`src/rtl/lut_breadboard_pkg.sv`:
```
// lut_breadboard_pkg: shared state encoding and sizing helper for the LUT breadboard
package lut_breadboard_pkg;
    typedef enum logic [1:0] {IDLE, SWEEP, DONE} state_t;

    function automatic int depth_of(input int n_in);
        return 1 << n_in;
    endfunction
endpackage

```
`src/rtl/lut_breadboard_if.sv`:
```
// lut_breadboard_if: config, evaluate, sweep and result channels (out_parity under LUT_BREADBOARD_PARITY_EN)
interface lut_breadboard_if #(parameter int N_IN = 4, parameter int N_OUT = 10);
    logic             cfg_valid;
    logic             cfg_ready;
    logic [N_IN-1:0]  cfg_addr;
    logic [N_OUT-1:0] cfg_data;
    logic             in_valid;
    logic             in_ready;
    logic [N_IN-1:0]  in_data;
    logic             sweep_start;
    logic             sweep_busy;
    logic             sweep_done;
    logic             out_valid;
    logic             out_ready;
    logic [N_IN-1:0]  out_index;
    logic [N_OUT-1:0] out_data;
`ifdef LUT_BREADBOARD_PARITY_EN
    logic             out_parity;
`endif

    modport master (
        output cfg_valid, cfg_addr, cfg_data, in_valid, in_data, sweep_start, out_ready,
        input  cfg_ready, in_ready, sweep_busy, sweep_done, out_valid, out_index, out_data
`ifdef LUT_BREADBOARD_PARITY_EN
        , input out_parity
`endif
    );

    modport slave (
        input  cfg_valid, cfg_addr, cfg_data, in_valid, in_data, sweep_start, out_ready,
        output cfg_ready, in_ready, sweep_busy, sweep_done, out_valid, out_index, out_data
`ifdef LUT_BREADBOARD_PARITY_EN
        , output out_parity
`endif
    );
endinterface

```
`src/rtl/lut_breadboard_mem.sv`:
```
// lut_breadboard_mem: DEPTH x N_OUT flop table, one sync write port, one combinational read port
module lut_breadboard_mem
    import lut_breadboard_pkg::*;
#(
    parameter int N_IN  = 4,
    parameter int N_OUT = 10,
    parameter logic [N_OUT*depth_of(N_IN)-1:0] INIT = '0
) (
    input  logic             clk,
    input  logic             rst_n,
    input  logic             we,
    input  logic [N_IN-1:0]  wr_addr,
    input  logic [N_OUT-1:0] wr_data,
    input  logic [N_IN-1:0]  rd_addr,
    output logic [N_OUT-1:0] rd_data
);
    localparam int DEPTH = depth_of(N_IN);

    logic [N_OUT-1:0] mem [DEPTH];

    // Reset reloads every row from INIT; otherwise at most one row is written per edge.
    always_ff @(posedge clk or negedge rst_n)
        if (!rst_n)
            for (int k = 0; k < DEPTH; k++) mem[k] <= INIT[k*N_OUT +: N_OUT];
        else if (we)
            mem[wr_addr] <= wr_data;

    assign rd_data = mem[rd_addr];
endmodule

```
`src/rtl/lut_breadboard.sv`:
```
// lut_breadboard: programmable truth table with registered evaluate path and hardware sweep
// Optional out_parity output enabled by defining LUT_BREADBOARD_PARITY_EN.
module lut_breadboard
    import lut_breadboard_pkg::*;
#(
    parameter int N_IN  = 4,
    parameter int N_OUT = 10,
    parameter logic [N_OUT*depth_of(N_IN)-1:0] INIT = '0
) (
    input logic          clk,
    input logic          rst_n,
    lut_breadboard_if.slave bus
);
    localparam int DEPTH = depth_of(N_IN);
    localparam logic [N_IN-1:0] LAST = N_IN'(DEPTH - 1);

    state_t           state;
    logic [N_IN-1:0]  cnt;
    logic [N_IN-1:0]  rd_addr;
    logic [N_OUT-1:0] rd_data;
    logic             accept;
    logic             start;
    logic             eval_fire;
    logic             last_beat;
    logic             sweep_load;

    assign accept        = bus.out_valid && bus.out_ready;
    assign start         = state == IDLE && bus.sweep_start && !bus.out_valid;
    assign bus.in_ready  = state == IDLE && !bus.sweep_start && (!bus.out_valid || bus.out_ready);
    assign bus.cfg_ready = state != SWEEP;
    assign eval_fire     = bus.in_valid && bus.in_ready;
    assign last_beat     = accept && bus.out_index == LAST;
    assign sweep_load    = state == SWEEP && accept && !last_beat;
    // One read port serves both paths: the next sweep row, row 0 on sweep entry, else the evaluate address.
    assign rd_addr       = state == SWEEP ? cnt + 1'b1 : (start ? '0 : bus.in_data);

    lut_breadboard_mem #(.N_IN(N_IN), .N_OUT(N_OUT), .INIT(INIT)) u_mem (
        .clk     (clk),
        .rst_n   (rst_n),
        .we      (bus.cfg_valid && bus.cfg_ready),
        .wr_addr (bus.cfg_addr),
        .wr_data (bus.cfg_data),
        .rd_addr (rd_addr),
        .rd_data (rd_data)
    );

    // Sweep sequencer; cnt mirrors the index currently held in the output register.
    always_ff @(posedge clk or negedge rst_n)
        if (!rst_n) begin
            state          <= IDLE;
            cnt            <= '0;
            bus.sweep_busy <= 1'b0;
            bus.sweep_done <= 1'b0;
        end else begin
            case (state)
                IDLE:
                    if (start) begin
                        state          <= SWEEP;
                        cnt            <= '0;
                        bus.sweep_busy <= 1'b1;
                    end
                SWEEP:
                    if (last_beat) begin
                        state          <= DONE;
                        cnt            <= '0;
                        bus.sweep_busy <= 1'b0;
                        bus.sweep_done <= 1'b1;
                    end else if (sweep_load) begin
                        cnt <= cnt + 1'b1;
                    end
                DONE: begin
                    state          <= IDLE;
                    bus.sweep_done <= 1'b0;
                end
                default: state <= IDLE;
            endcase
        end

    // Single-entry output register: load wins over drain so back-to-back beats never bubble.
    always_ff @(posedge clk or negedge rst_n)
        if (!rst_n) begin
            bus.out_valid  <= 1'b0;
            bus.out_index  <= '0;
            bus.out_data   <= '0;
`ifdef LUT_BREADBOARD_PARITY_EN
            bus.out_parity <= 1'b0;
`endif
        end else if (eval_fire || start || sweep_load) begin
            bus.out_valid  <= 1'b1;
            bus.out_index  <= rd_addr;
            bus.out_data   <= rd_data;
`ifdef LUT_BREADBOARD_PARITY_EN
            bus.out_parity <= ^rd_data;
`endif
        end else if (accept) begin
            bus.out_valid  <= 1'b0;
        end
endmodule
```
`src/flat_wrapper.sv`:
```
// flat-port wrapper written by rule: the top's interface ports become plain ports
module lut_breadboard_flat import lut_breadboard_pkg::*;
#(
    parameter int N_IN  = 4,
    parameter int N_OUT = 10,
    parameter logic [N_OUT*depth_of(N_IN)-1:0] INIT = '0
)
  (clk, rst_n, bus_cfg_valid, bus_cfg_addr, bus_cfg_data, bus_in_valid, bus_in_data, bus_sweep_start, bus_out_ready, bus_cfg_ready, bus_in_ready, bus_sweep_busy, bus_sweep_done, bus_out_valid, bus_out_index, bus_out_data);
  lut_breadboard_if #(.N_IN(N_IN), .N_OUT(N_OUT)) bus_i ();
  input logic clk;
  input logic rst_n;
  input wire logic [$bits(bus_i.cfg_valid)-1:0] bus_cfg_valid;
  input wire logic [$bits(bus_i.cfg_addr)-1:0] bus_cfg_addr;
  input wire logic [$bits(bus_i.cfg_data)-1:0] bus_cfg_data;
  input wire logic [$bits(bus_i.in_valid)-1:0] bus_in_valid;
  input wire logic [$bits(bus_i.in_data)-1:0] bus_in_data;
  input wire logic [$bits(bus_i.sweep_start)-1:0] bus_sweep_start;
  input wire logic [$bits(bus_i.out_ready)-1:0] bus_out_ready;
  output wire logic [$bits(bus_i.cfg_ready)-1:0] bus_cfg_ready;
  output wire logic [$bits(bus_i.in_ready)-1:0] bus_in_ready;
  output wire logic [$bits(bus_i.sweep_busy)-1:0] bus_sweep_busy;
  output wire logic [$bits(bus_i.sweep_done)-1:0] bus_sweep_done;
  output wire logic [$bits(bus_i.out_valid)-1:0] bus_out_valid;
  output wire logic [$bits(bus_i.out_index)-1:0] bus_out_index;
  output wire logic [$bits(bus_i.out_data)-1:0] bus_out_data;
  assign bus_i.cfg_valid = bus_cfg_valid;
  assign bus_i.cfg_addr = bus_cfg_addr;
  assign bus_i.cfg_data = bus_cfg_data;
  assign bus_i.in_valid = bus_in_valid;
  assign bus_i.in_data = bus_in_data;
  assign bus_i.sweep_start = bus_sweep_start;
  assign bus_i.out_ready = bus_out_ready;
  assign bus_cfg_ready = bus_i.cfg_ready;
  assign bus_in_ready = bus_i.in_ready;
  assign bus_sweep_busy = bus_i.sweep_busy;
  assign bus_sweep_done = bus_i.sweep_done;
  assign bus_out_valid = bus_i.out_valid;
  assign bus_out_index = bus_i.out_index;
  assign bus_out_data = bus_i.out_data;
  lut_breadboard #(.N_IN(N_IN), .N_OUT(N_OUT), .INIT(INIT)) u_core (.clk(clk), .rst_n(rst_n), .bus(bus_i));
endmodule
```
`config.mk`:
```
export PLATFORM = sky130hd
export DESIGN_NAME = lut_breadboard_flat
export DESIGN_NICKNAME = d
export VERILOG_FILES = /design/src/rtl/lut_breadboard_pkg.sv /design/src/rtl/lut_breadboard_if.sv /design/src/rtl/lut_breadboard_mem.sv /design/src/rtl/lut_breadboard.sv /design/src/flat_wrapper.sv
export SDC_FILE = /design/constraint.sdc
export NUM_CORES = 1
export LEC_CHECK = 0
export ABC_AREA = 1
export CORE_ASPECT_RATIO = 0.5
export CORE_MARGIN = 1
export CORE_UTILIZATION = 30
export DETAILED_ROUTE_END_ITERATION = 10
export GPL_TIMING_DRIVEN = 0
export MAX_ROUTING_LAYER = met4
export PLACE_DENSITY_LB_ADDON = 0.12
export SETUP_SLACK_MARGIN = 0.02
export SYNTH_ARGS = -nofsm -noshare
export SYNTH_HDL_FRONTEND = slang
export SYNTH_HIERARCHICAL = 1
export SYNTH_SLANG_ARGS = --single-unit
```
`constraint.sdc`:
```
create_clock -name clk -period 3.7 [get_ports clk]
set_input_delay 0.37 -clock clk [delete_from_list [all_inputs] [get_ports clk]]
set_output_delay 0.37 -clock clk [all_outputs]
set_load 0.02 [all_outputs]
```
==> metrics.txt, run 1 <==
# TYPE chip_impl_metric gauge
chip_impl_info{name="r2r_start",value="u_core/state[1]"} 1
chip_impl_metric{name="die_y",unit="um"} 124
chip_impl_info{name="worst-setup-path-type",value="register to register"} 1
chip_impl_metric{name="grt_util_all_layers",unit="%"} 22.6
chip_impl_metric{name="maximum_number_of_pins_on_one_net_before_global_route_repair",unit=""} 105
chip_impl_info{name="violations",value="design-rule violations"} 1
chip_impl_metric{name="initial_antenna_violation_count",unit=""} 0
chip_impl_metric{name="grt_pass1_vias",unit=""} 7678
chip_impl_metric{name="io_pins",unit=""} 43
chip_impl_metric{name="first_pass_grt_wire_length",unit="mm"} 48.8
chip_impl_info{name="synthTopCellsByArea",value="sky130_fd_sc_hd__dfrtp_1, sky130_fd_sc_hd__nand2_1, sky130_fd_sc_hd__nand3_1"} 1
chip_impl_metric{name="ff_latch_area",unit="sq um"} 4580
chip_impl_info{name="grt_setup_unrepaired",value="false"} 1
chip_impl_info{name="tritoncts_clock_tree",value="built"} 1
chip_impl_metric{name="ir_worst_vdd",unit="mV"} 0.309
chip_impl_metric{name="grt-ovfl-total",unit=""} 0
chip_impl_metric{name="post_synth_design_cell_area",unit="sq um"} 8990
chip_impl_metric{name="placedInstanceArea",unit="sq um"} 9930
chip_impl_metric{name="remaining_max_slew_budget_at_the_tightest_pin",unit="%"} 29.1
chip_impl_metric{name="clk_pin_slew_worst_paths",unit="ns"} 0.07
chip_impl_metric{name="cp_data_required_time",unit="ns"} 4.09
chip_impl_metric{name="cellPowerDensity",unit="nW/um^2"} 884
chip_impl_metric{name="synthesis.nets",unit=""} 1208
chip_impl_metric{name="syn-mean-instance-area",unit="sq um"} 7.60
chip_impl_metric{name="clock_path_buffers",unit=""} 2
chip_impl_metric{name="final_period_minus_worst_setup_slack",unit="ns"} 2.78
chip_impl_metric{name="drv.max_cap_violation_count",unit=""} 0
chip_impl_metric{name="clock_insertion_delay_worst_skew",unit="ns"} 0.46
chip_impl_metric{name="fin_nets",unit=""} 1271
chip_impl_metric{name="ant_diodes",unit=""} 0
chip_impl_metric{name="num_vias",unit=""} 8058
chip_impl_metric{name="route.final.wire_length",unit="mm"} 32.5
chip_impl_info{name="outcome",value="finished with violations"} 1
chip_impl_info{name="startpoint",value="u_core/state[1]"} 1
chip_impl_metric{name="coreArea",unit="sq um"} 29200
chip_impl_metric{name="final_cell_area",unit="sq um"} 10500
chip_impl_metric{name="finalMaxSlewViolations",unit=""} 0
chip_impl_metric{name="area.growth.synth_to_final",unit="%"} 17.0
chip_impl_info{name="synth_largest_area_cell",value="sky130_fd_sc_hd__dfrtp_1"} 1
chip_impl_metric{name="fill_cells",unit=""} 3133
chip_impl_metric{name="achievable-frequency",unit="GHz"} 0.360
chip_impl_metric{name="multi_input_comb_area",unit="sq um"} 3450
chip_impl_metric{name="final_clock_skew",unit="ns"} 0.0132
chip_impl_metric{name="rows",unit=""} 44
chip_impl_metric{name="final_min_period_over_clock_period",unit="%"} 75.1
chip_impl_info{name="sort_of_element_at_the_start_of_the_critical_path",value="register"} 1
chip_impl_metric{name="synth_cells",unit=""} 1183
chip_impl_metric{name="worst_hold_margin",unit="ns"} 0.479
chip_impl_metric{name="wire_per_inst",unit="um"} 19.7
chip_impl_metric{name="start_util",unit="%"} 30.8
chip_impl_metric{name="dp.final_hpwl",unit="mm"} 23.8
chip_impl_info{name="critPathCaptureType",value="register"} 1
chip_impl_metric{name="detail_route.first_pass.iterations",unit=""} 8
chip_impl_metric{name="power.static_leakage",unit="nW"} 5.06
chip_impl_metric{name="proportion_of_layout_cells_with_a_drive_suffix_above_1",unit="%"} 8.59
chip_impl_metric{name="routed_via_density",unit=""} 4.89
chip_impl_metric{name="cts_inserted_buffers",unit=""} 17
chip_impl_metric{name="detail_route.iter0.violations",unit=""} 1027
chip_impl_metric{name="design_power_total",unit="W"} 0.00930
chip_impl_info{name="hold_path_class",value="primary input to async pin"} 1
chip_impl_metric{name="hold_viol_final",unit=""} 0
chip_impl_metric{name="die_area",unit="sq um"} 30700
chip_impl_metric{name="crit_fanout",unit=""} 10
chip_impl_info{name="clock-root-buffer",value="sky130_fd_sc_hd__clkbuf_16"} 1
chip_impl_metric{name="drc_errors",unit=""} 14
chip_impl_metric{name="global_placement_routability_congestion",unit=""} 0.906
chip_impl_metric{name="ys_warn_count",unit=""} 6
chip_impl_metric{name="clkSinkCount",unit=""} 183
chip_impl_metric{name="i_o_buffers",unit=""} 42
chip_impl_metric{name="setup_viol",unit=""} 0
chip_impl_metric{name="endpoint_arrival_time_on_the_critical_path",unit="ns"} 3.17
chip_impl_metric{name="cts.repair_timing.setup_buffer_count",unit=""} 0
chip_impl_metric{name="yosysTopAreaCellShare",unit="%"} 50.9
chip_impl_metric{name="finalSetupTns",unit="ns"} 0
chip_impl_metric{name="fp.dieW",unit="um"} 247
chip_impl_metric{name="count_of_state_elements_after_synthesis",unit=""} 183
chip_impl_metric{name="ys_types",unit=""} 27
chip_impl_metric{name="timing_worst_slew_pin_value",unit="ns"} 1.06
chip_impl_metric{name="drt.antenna.violating_nets",unit=""} 0
chip_impl_metric{name="h-tree-depth",unit=""} 4
chip_impl_metric{name="yosysSeqAreaShare",unit="%"} 50.9
chip_impl_metric{name="fin_util",unit="%"} 36.0
[kinds of logic (layout without fill, tap and decap cells)]
| kind of cell | count (synthesis) | after routing | share of synthesized area (%) |
|---|---|---|---|
| AOI/OAI and AO/OA | 166 | 166 | 9.27 |
| xor gates and xnor gates | 1 | 1 | 0.0974 |
| adders and majority gates | 1 | 1 | 0.139 |
| buffers and inverters | 229 | 303 | 10.7 |
| DFF | 183 | 183 | 50.9 |
| and+or+nand+nor | 603 | 603 | 28.9 |
[area by class of cell]
class	count	share of cell area (%)
Tap cell	391	4.65
Timing Repair Buffer	44	4.40
Inverter	151	5.39
Buffer	78	3.75
Multi-Input combinational cell	771	32.8
Clock buffer	21	4.28
Sequential cell	183	43.5
Clock inverter	9	1.21
[Yosys cell counts, drive strengths merged]
cell type	number
nor3	2
nand4	18
ha	1
nand2	431
o21ai	165
xor2	1
inv	150
buf	56
or2	1
clkinv	1
dfrtp	183
nand3	138
o21a	1
nor2	13
clkbuf	22
[layer usage]
metal	up-vias	wire length, um	GRT usage (%)
met5	-	0	-
met1	3972	16800	34.3
li1	3840	-	-
met3	26	1860	4.27
met2	220	13400	30.4
met4	0	457	5.41
[what timing repair did]
| action | in CTS | in global routing |
|---|---|---|
| resized for setup | 0 | 0 |
| endpoints found under the hold margin | 79 | 0 |
| hold buffers | 1 | 0 |
| setup endpoints to repair | 0 | 0 |
[through the flow]
stage / setup slack [ns] / std cells
4_1_cts: 0.961 / 1648
3_3_place_gp: -5.62 / 1616
5_1_grt: 0.789 / 1648
2_1_floorplan: 1.74 / 1183
3_5_place_dp: 0.691 / 1617
6_report: 0.922 / 1648
[power breakdown]
group	internal (W)	total, W	switching [W]
logic	0.00136	0.00444	0.00308
clock network	0.00107	0.00187	0.000800
registers	0.00267	0.00299	0.000324
total	0.00509	0.00930	0.00420
[registers in the layout (all words and copies together), names as in the netlist]
register,cells
u_core/bus.out_valid,1
u_core/cnt,4
u_core/bus.out_data,10
u_core/state,2
u_core/bus.sweep_done,1
u_core/u_mem/mem,160
u_core/bus.out_index,4
u_core/bus.sweep_busy,1
[worst max-delay path, stage by stage (launching register included)]
cell                       delay [ns]
sky130_fd_sc_hd__dfrtp_1         0.48
sky130_fd_sc_hd__nor2_4          0.10
sky130_fd_sc_hd__nand3_4         0.11
sky130_fd_sc_hd__buf_6           0.15
sky130_fd_sc_hd__nand3_1         0.08
sky130_fd_sc_hd__nand2_1         0.09
sky130_fd_sc_hd__clkbuf_2        0.21
sky130_fd_sc_hd__clkbuf_1        0.50
sky130_fd_sc_hd__nand3_1         0.37
sky130_fd_sc_hd__nand3_1         0.18
sky130_fd_sc_hd__nand3_1         0.12
sky130_fd_sc_hd__nand2_1         0.17
sky130_fd_sc_hd__nand2_1         0.08
sky130_fd_sc_hd__nand2_1         0.05
[cell usage in the layout (no fill, tap or decap), types with 4 or more instances in the layout]
master and n:
sky130_fd_sc_hd__o21ai_1 107, sky130_fd_sc_hd__clkbuf_16 17, sky130_fd_sc_hd__o21ai_0 58, sky130_fd_sc_hd__buf_6 4, sky130_fd_sc_hd__inv_1 146, sky130_fd_sc_hd__clkbuf_1 24
sky130_fd_sc_hd__nand2_1 427, sky130_fd_sc_hd__inv_2 4, sky130_fd_sc_hd__buf_2 50, sky130_fd_sc_hd__nand4_1 17, sky130_fd_sc_hd__nor2_1 7, sky130_fd_sc_hd__clkdlybuf4s50_1 41
sky130_fd_sc_hd__nand3_1 134, sky130_fd_sc_hd__dfrtp_1 183
[worst paths after layout]
| check | end | slack, ns | cells after the start |
|---|---|---|---|
| max reg2reg | u_core/bus.out_data[4] | 0.92 | 13 |
| max in group asynchronous | u_core/bus.out_data[3] | 2.27 | 3 |
| min reg2reg | u_core/u_mem/mem[150] | 0.49 | 2 |
| min in group clk | u_core/u_mem/mem[150] | 0.49 | 2 |
| max | u_core/bus.out_data[4] | 0.92 | 13 |
| min | u_core/u_mem/mem[47] | 0.48 | 2 |
(Power assumes the default switching activity.)
==> run 2, diff against run 1 <==
==> constraint.sdc (replaced) <==
create_clock -name clk -period 2.5 [get_ports clk]
set_input_delay 0.25 -clock clk [delete_from_list [all_inputs] [get_ports clk]]
set_output_delay 0.25 -clock clk [all_outputs]
set_load 0.02 [all_outputs]
==> metrics.txt, run 2 (synthesis results as in run 1) <==
# TYPE chip_impl_metric gauge
chip_impl_info{name="outcome",value="finished with violations"} 1
chip_impl_info{name="violations",value="design-rule violations"} 1
chip_impl_metric{name="fp.dieW",unit="um"} 247
chip_impl_metric{name="achievable-frequency",unit="GHz"} 0.416
chip_impl_metric{name="layout.cells.non_filler",unit=""} 1652
chip_impl_metric{name="ant_diodes",unit=""} 0
chip_impl_metric{name="timing_worst_slew_pin_value",unit="ns"} 1.06
chip_impl_metric{name="coreArea",unit="sq um"} 29200
chip_impl_metric{name="fin_util",unit="%"} 36.5
chip_impl_metric{name="multi_input_comb_area",unit="sq um"} 3490
chip_impl_metric{name="power.static_leakage",unit="nW"} 5.12
chip_impl_info{name="sort_of_element_at_the_start_of_the_critical_path",value="register"} 1
chip_impl_metric{name="cp_data_required_time",unit="ns"} 2.84
chip_impl_metric{name="clk_pin_slew_worst_paths",unit="ns"} 0.07
chip_impl_metric{name="die_area",unit="sq um"} 30700
chip_impl_metric{name="wire_per_inst",unit="um"} 19.7
chip_impl_metric{name="drt.antenna.violating_nets",unit=""} 0
chip_impl_metric{name="cellPowerDensity",unit="nW/um^2"} 1320
chip_impl_metric{name="largest_register_ffs",unit=""} 160
chip_impl_metric{name="maximum_number_of_pins_on_one_net_before_global_route_repair",unit=""} 105
chip_impl_metric{name="h-tree-depth",unit=""} 4
chip_impl_info{name="biggestRegsByFlops",value="u_core/u_mem/mem x160, u_core/bus.out_data x10"} 1
chip_impl_metric{name="i_o_buffers",unit=""} 42
chip_impl_metric{name="fill_cells",unit=""} 3127
chip_impl_info{name="most_common_cell_after_layout_fill_and_taps_aside",value="sky130_fd_sc_hd__nand2_1"} 1
chip_impl_metric{name="hold_viol_final",unit=""} 0
chip_impl_info{name="worst_r2r_endpoint",value="u_core/bus.out_data[7]"} 1
chip_impl_info{name="hold_path_class",value="primary input to async pin"} 1
chip_impl_metric{name="cts_inserted_buffers",unit=""} 17
chip_impl_info{name="grt_setup_unrepaired",value="false"} 1
chip_impl_info{name="r2r_start",value="u_core/state[1]"} 1
chip_impl_info{name="critPathCaptureType",value="register"} 1
chip_impl_info{name="top_register",value="u_core/u_mem/mem"} 1
chip_impl_metric{name="ff_latch_area",unit="sq um"} 4580
chip_impl_metric{name="finalMaxSlewViolations",unit=""} 0
chip_impl_metric{name="placedInstanceArea",unit="sq um"} 9930
chip_impl_metric{name="clkSinkCount",unit=""} 183
chip_impl_metric{name="drc_errors",unit=""} 14
chip_impl_metric{name="grt_util_all_layers",unit="%"} 22.6
chip_impl_metric{name="endpoint_arrival_time_on_the_critical_path",unit="ns"} 2.74
chip_impl_metric{name="num_vias",unit=""} 8090
chip_impl_metric{name="design_power_total",unit="W"} 0.0141
chip_impl_metric{name="dp.final_hpwl",unit="mm"} 23.8
chip_impl_metric{name="crit_fanout",unit=""} 10
chip_impl_metric{name="proportion_of_layout_cells_with_a_drive_suffix_above_1",unit="%"} 10.4
chip_impl_metric{name="detail_route.first_pass.iterations",unit=""} 8
chip_impl_metric{name="grt-ovfl-total",unit=""} 0
chip_impl_metric{name="clock_path_buffers",unit=""} 2
chip_impl_metric{name="area.growth.synth_to_final",unit="%"} 18.7
chip_impl_metric{name="r2r_setup_slack",unit="ns"} 0.1
chip_impl_metric{name="post-place-cells",unit=""} 1617
chip_impl_metric{name="remaining_max_slew_budget_at_the_tightest_pin",unit="%"} 29.1
chip_impl_metric{name="start_util",unit="%"} 30.8
chip_impl_metric{name="first_pass_grt_wire_length",unit="mm"} 48.9
chip_impl_metric{name="fin_nets",unit=""} 1275
chip_impl_metric{name="grt_pass1_vias",unit=""} 7676
chip_impl_metric{name="rows",unit=""} 44
chip_impl_info{name="mostFrequentLayoutCells",value="sky130_fd_sc_hd__nand2_1, sky130_fd_sc_hd__dfrtp_1, sky130_fd_sc_hd__inv_1, sky130_fd_sc_hd__nand3_1, sky130_fd_sc_hd__o21ai_1"} 1
chip_impl_info{name="critical_path.endpoint",value="u_core/bus.out_data[7]"} 1
chip_impl_metric{name="io_pins",unit=""} 43
chip_impl_metric{name="die_y",unit="um"} 124
chip_impl_info{name="worst-setup-path-type",value="register to register"} 1
chip_impl_metric{name="final_min_period_over_clock_period",unit="%"} 96.2
chip_impl_metric{name="setup_viol",unit=""} 0
chip_impl_metric{name="routed_via_density",unit=""} 4.90
chip_impl_metric{name="final_cell_area",unit="sq um"} 10700
chip_impl_metric{name="route.final.wire_length",unit="mm"} 32.6
chip_impl_metric{name="drv.max_cap_violation_count",unit=""} 0
chip_impl_metric{name="initial_antenna_violation_count",unit=""} 0
chip_impl_metric{name="detail_route.iter0.violations",unit=""} 1051
chip_impl_info{name="startpoint",value="u_core/state[1]"} 1
chip_impl_metric{name="final_period_minus_worst_setup_slack",unit="ns"} 2.40
chip_impl_info{name="tritoncts_clock_tree",value="built"} 1
chip_impl_metric{name="ir_worst_vdd",unit="mV"} 0.486
chip_impl_metric{name="global_placement_routability_congestion",unit=""} 0.906
chip_impl_metric{name="reg2reg_path_depth",unit=""} 12
chip_impl_metric{name="final_clock_skew",unit="ns"} 0.0126
chip_impl_info{name="clock-root-buffer",value="sky130_fd_sc_hd__clkbuf_16"} 1
chip_impl_metric{name="clock_insertion_delay_worst_skew",unit="ns"} 0.46
==> run 2: power breakdown <==
| part | total (W) | switching, W | internal (W) |
|---|---|---|---|
| clock | 0.00275 | 0.00117 | 0.00158 |
| combinational | 0.00692 | 0.00466 | 0.00226 |
| sequential | 0.00443 | 0.000480 | 0.00395 |
==> run 2: worst min path at each step <==
| stage | from | to | depth (start not counted) |
|---|---|---|---|
| floorplan | rst_n | u_core/bus.out_data[0] | 0 |
| global placement | u_core/u_mem/mem[119] | u_core/u_mem/mem[119] | 2 |
| detailed placement | rst_n | u_core/u_mem/mem[47] | 1 |
| CTS | rst_n | u_core/u_mem/mem[47] | 2 |
| global route | rst_n | u_core/u_mem/mem[47] | 2 |
| finish | rst_n | u_core/u_mem/mem[47] | 2 |
==> run 2: through the flow <==
| step | setup slack [ns] | hold WS, ns | TNS, ns |
|---|---|---|---|
| floorplan | 0.536 | -0.0456 | 0 |
| detailed placement | -0.389 | 0.282 | -5.24 |
| CTS | 0.00587 | 0.381 | 0 |
| global placement | -6.70 | 0.469 | -1227.18 |
| global route | 0.00448 | 0.396 | 0 |
| finish | 0.0962 | 0.360 | 0 |
==> run 2: cell type report <==
cell class / instances / share of cell area [%]
Inverter: 151 / 5.36
Multi-Input combinational cell: 771 / 32.7
Timing Repair Buffer: 48 / 4.59
Tap cell: 391 / 4.58
Clock buffer: 21 / 4.22
Buffer: 78 / 4.40
Clock inverter: 9 / 1.20
Sequential cell: 183 / 42.9
==> run 2: timing repair <==
item	4_1_cts	5_1_grt
hold endpoints to repair	79	0
gates cloned	0	1
hold buffers	1	0
pin swaps	1	2
buffers inserted	1	2
endpoints found under the setup margin	20	10
gates resized for setup	15	37
==> run 2: worst max-delay path, cell delays in order, from the launching register on <==
cell	delay [ns]
sky130_fd_sc_hd__dfrtp_2	0.46
sky130_fd_sc_hd__nor2_4	0.26
sky130_fd_sc_hd__nand2_1	0.10
sky130_fd_sc_hd__nand2_2	0.15
sky130_fd_sc_hd__buf_2	0.23
sky130_fd_sc_hd__clkbuf_4	0.26
sky130_fd_sc_hd__nand2_1	0.13
sky130_fd_sc_hd__nand3_1	0.10
sky130_fd_sc_hd__nand3_1	0.16
sky130_fd_sc_hd__nand3_1	0.14
sky130_fd_sc_hd__nand2_1	0.13
sky130_fd_sc_hd__nand2_1	0.10
sky130_fd_sc_hd__nand2_1	0.05
==> run 2: per-layer routing <==
metal  vias to the layer above  track usage [%]  part of all wire [%]
met2                       259             30.5                    41
met3                        28             4.50                   7.0
li1                       3852                -                     -
met5                         -                -                     0
met1                      3951             34.1                    50
met4                         0             5.41                   1.4
==> run 3, diff against run 2 <==
--- a/config.mk
+++ b/config.mk
@@ -9,11 +9,13 @@
 export CORE_ASPECT_RATIO = 0.5
 export CORE_MARGIN = 1
 export CORE_UTILIZATION = 30
+export CTS_CLUSTER_DIAMETER = 150
 export DETAILED_ROUTE_END_ITERATION = 10
 export GPL_TIMING_DRIVEN = 0
 export MAX_ROUTING_LAYER = met4
 export PLACE_DENSITY_LB_ADDON = 0.12
 export SETUP_SLACK_MARGIN = 0.02
+export SLEW_MARGIN = 20
 export SYNTH_ARGS = -nofsm -noshare
 export SYNTH_HDL_FRONTEND = slang
 export SYNTH_HIERARCHICAL = 1
==> metrics.txt, run 3 (synthesis results as in run 1) <==
# TYPE chip_impl_metric gauge
chip_impl_metric{name="proportion_of_layout_cells_with_a_drive_suffix_above_1",unit="%"} 11.7
chip_impl_metric{name="setup_viol",unit=""} 0
chip_impl_metric{name="r2r_setup_slack",unit="ns"} 0.13
chip_impl_metric{name="route.final.wire_length",unit="mm"} 32.7
chip_impl_metric{name="grt_util_all_layers",unit="%"} 22.7
chip_impl_metric{name="cts_inserted_buffers",unit=""} 17
chip_impl_info{name="outcome",value="finished with violations"} 1
chip_impl_metric{name="endpoint_arrival_time_on_the_critical_path",unit="ns"} 2.72
chip_impl_metric{name="reg2reg_path_depth",unit=""} 14
chip_impl_metric{name="initial_antenna_violation_count",unit=""} 1
chip_impl_metric{name="clock_insertion_delay_worst_skew",unit="ns"} 0.46
chip_impl_metric{name="remaining_max_slew_budget_at_the_tightest_pin",unit="%"} 25.8
chip_impl_info{name="tritoncts_clock_tree",value="built"} 1
chip_impl_metric{name="cellPowerDensity",unit="nW/um^2"} 1310
chip_impl_metric{name="finalSetupTns",unit="ns"} 0
chip_impl_metric{name="grt-ovfl-total",unit=""} 0
chip_impl_info{name="top_register",value="u_core/u_mem/mem"} 1
chip_impl_metric{name="drc_errors",unit=""} 14
chip_impl_metric{name="final_critical_path_setup_slack",unit="ns"} 0.127
chip_impl_info{name="worst_r2r_endpoint",value="u_core/bus.out_data[7]"} 1
chip_impl_metric{name="routed_via_density",unit=""} 4.84
chip_impl_metric{name="first_pass_grt_wire_length",unit="mm"} 49.0
chip_impl_metric{name="cp_slowest_stage_delay",unit="ns"} 0.44
chip_impl_metric{name="power.static_leakage",unit="nW"} 5.14
chip_impl_info{name="sort_of_element_at_the_start_of_the_critical_path",value="register"} 1
chip_impl_metric{name="detail_route.iter0.violations",unit=""} 988
chip_impl_metric{name="clk_pin_slew_worst_paths",unit="ns"} 0.07
chip_impl_info{name="most_common_cell_after_layout_fill_and_taps_aside",value="sky130_fd_sc_hd__nand2_1"} 1
chip_impl_metric{name="fp.dieW",unit="um"} 247
chip_impl_metric{name="hold_viol_final",unit=""} 0
chip_impl_metric{name="cp_data_required_time",unit="ns"} 2.84
chip_impl_info{name="critPathCaptureType",value="register"} 1
chip_impl_metric{name="rows",unit=""} 44
chip_impl_metric{name="clock_path_buffers",unit=""} 2
chip_impl_metric{name="final_period_minus_worst_setup_slack",unit="ns"} 2.37
chip_impl_metric{name="maximum_number_of_pins_on_one_net_before_global_route_repair",unit=""} 90
chip_impl_metric{name="io_pins",unit=""} 43
chip_impl_metric{name="achievable-frequency",unit="GHz"} 0.421
chip_impl_metric{name="pre_cts_slack",unit="ns"} -0.381
chip_impl_metric{name="die_y",unit="um"} 124
chip_impl_info{name="biggestRegsByFlops",value="u_core/u_mem/mem x160, u_core/bus.out_data x10"} 1
chip_impl_info{name="mostFrequentLayoutCells",value="sky130_fd_sc_hd__nand2_1, sky130_fd_sc_hd__dfrtp_1, sky130_fd_sc_hd__inv_1, sky130_fd_sc_hd__nand3_1, sky130_fd_sc_hd__o21ai_1"} 1
chip_impl_metric{name="ir_worst_vdd",unit="mV"} 0.529
chip_impl_metric{name="die_area",unit="sq um"} 30700
chip_impl_metric{name="final_clock_skew",unit="ns"} 0.0142
chip_impl_metric{name="clkSinkCount",unit=""} 183
chip_impl_metric{name="drv.max_cap_violation_count",unit=""} 0
chip_impl_metric{name="largest_register_ffs",unit=""} 160
chip_impl_info{name="r2r_start",value="u_core/state[1]"} 1
chip_impl_metric{name="ant_diodes",unit=""} 0
chip_impl_metric{name="wire_per_inst",unit="um"} 19.8
chip_impl_metric{name="grt_pass1_vias",unit=""} 7668
chip_impl_info{name="violations",value="design-rule violations"} 1
chip_impl_metric{name="h-tree-depth",unit=""} 4
chip_impl_info{name="grt_setup_unrepaired",value="false"} 1
chip_impl_metric{name="dp.final_hpwl",unit="mm"} 23.9
chip_impl_metric{name="fin_nets",unit=""} 1277
chip_impl_metric{name="finalMaxSlewViolations",unit=""} 0
chip_impl_metric{name="crit_fanout",unit=""} 10
chip_impl_metric{name="timing_worst_slew_pin_value",unit="ns"} 1.11
chip_impl_metric{name="detail_route.first_pass.iterations",unit=""} 8
chip_impl_info{name="hold_path_class",value="primary input to async pin"} 1
chip_impl_metric{name="area.growth.synth_to_final",unit="%"} 19.2
chip_impl_metric{name="layout.cells.non_filler",unit=""} 1654
chip_impl_metric{name="drt.antenna.violating_nets",unit=""} 0
chip_impl_metric{name="start_util",unit="%"} 30.8
chip_impl_info{name="critical_path.endpoint",value="u_core/bus.out_data[7]"} 1
chip_impl_metric{name="design_power_total",unit="W"} 0.0140
chip_impl_metric{name="fill_cells",unit=""} 3086
chip_impl_metric{name="post-place-cells",unit=""} 1618
chip_impl_info{name="startpoint",value="u_core/state[1]"} 1
chip_impl_info{name="crit_slowest_cell",value="sky130_fd_sc_hd__dfrtp_2"} 1
chip_impl_metric{name="final_min_period_over_clock_period",unit="%"} 94.9
chip_impl_metric{name="i_o_buffers",unit=""} 42
chip_impl_metric{name="coreArea",unit="sq um"} 29200
chip_impl_metric{name="num_vias",unit=""} 8005
chip_impl_info{name="series_of_cell_instances_along_the_critical_path",value="nor2_4 -> nand3_4 -> buf_6 -> nand3_1 -> nand2_2 -> buf_2 -> buf_2 -> nand2_1 -> nand3_1 -> nand3_1 -> nand3_1 -> nand2_1 -> nand2_1 -> nand2_1"} 1
chip_impl_info{name="worst-setup-path-type",value="register to register"} 1
chip_impl_metric{name="global_placement_routability_congestion",unit=""} 0.906
chip_impl_info{name="clock-root-buffer",value="sky130_fd_sc_hd__clkbuf_16"} 1
run 3: cell count changes in the layout (fill, tap and decap cells not counted), moves of 4 or more:
cell / change
sky130_fd_sc_hd__nand2_2: +4
sky130_fd_sc_hd__buf_6: +4
sky130_fd_sc_hd__nand2_1: -4
sky130_fd_sc_hd__clkbuf_1: -5
sky130_fd_sc_hd__nand3_2: +6
sky130_fd_sc_hd__nand3_1: -6
run 3: worst min-delay path by stage:
stage | endpoint | slack (ns)
2_1_floorplan | u_core/bus.out_data[0] | -0.05
5_1_grt | u_core/u_mem/mem[44] | 0.20
3_3_place_gp | u_core/u_mem/mem[119] | 0.47
6_report | u_core/u_mem/mem[59] | 0.20
4_1_cts | u_core/u_mem/mem[44] | 0.18
3_5_place_dp | u_core/u_mem/mem[44] | 0.09
run 3: timing repair:
action	in CTS	in global routing
setup buffers	1	3
gates resized for setup	15	59
hold buffers	1	0
gates cloned	0	1
hold endpoints to repair	183	0
setup endpoints to repair	22	10
pin swaps	1	5
run 3: layout make-up:
cell class / count / area (sq um) / share of cell area [%]
clock inverters: 11 / 77.6 / 0.724
repair buffers: 50 / 526 / 4.90
plain buffers: 78 / 487 / 4.54
flip-flops and latches: 183 / 4580 / 42.7
multi-input cells: 771 / 3530 / 33.0
clock buffers: 19 / 453 / 4.22
well taps: 391 / 489 / 4.56
inverters: 151 / 574 / 5.36
run 3: where the power goes:
part | switching, W | internal (W)
Clock | 0.00121 | 0.00131
Sequential | 0.000482 | 0.00394
Combinational | 0.00473 | 0.00233
Total | 0.00642 | 0.00759
run 3: through the flow:
stage | hold WS [ns] | instance area [sq um] | utilization [%]
2_1_floorplan | -0.0456 | 8990 | -
3_3_place_gp | 0.469 | 9900 | 33.9
3_5_place_dp | 0.0898 | 9960 | 34.1
4_1_cts | 0.180 | 10600 | 36.1
5_1_grt | 0.196 | 10700 | 36.7
6_report | 0.196 | 10700 | 36.7
run 3: layer usage:
metal,part of all wire (%),global-route usage (%)
met1,50,33.8
met2,41,30.2
met3,7.4,5.04
met4,1.8,6.68
met5,0,-
run 3: worst max-delay path: cells and delay by family (launching register included):
| kind | cells | cell delay, ns |
|---|---|---|
| and+or+nand+nor | 11 | 1.18 |
| buffers and inverters | 3 | 0.63 |
| DFF | 1 | 0.44 |
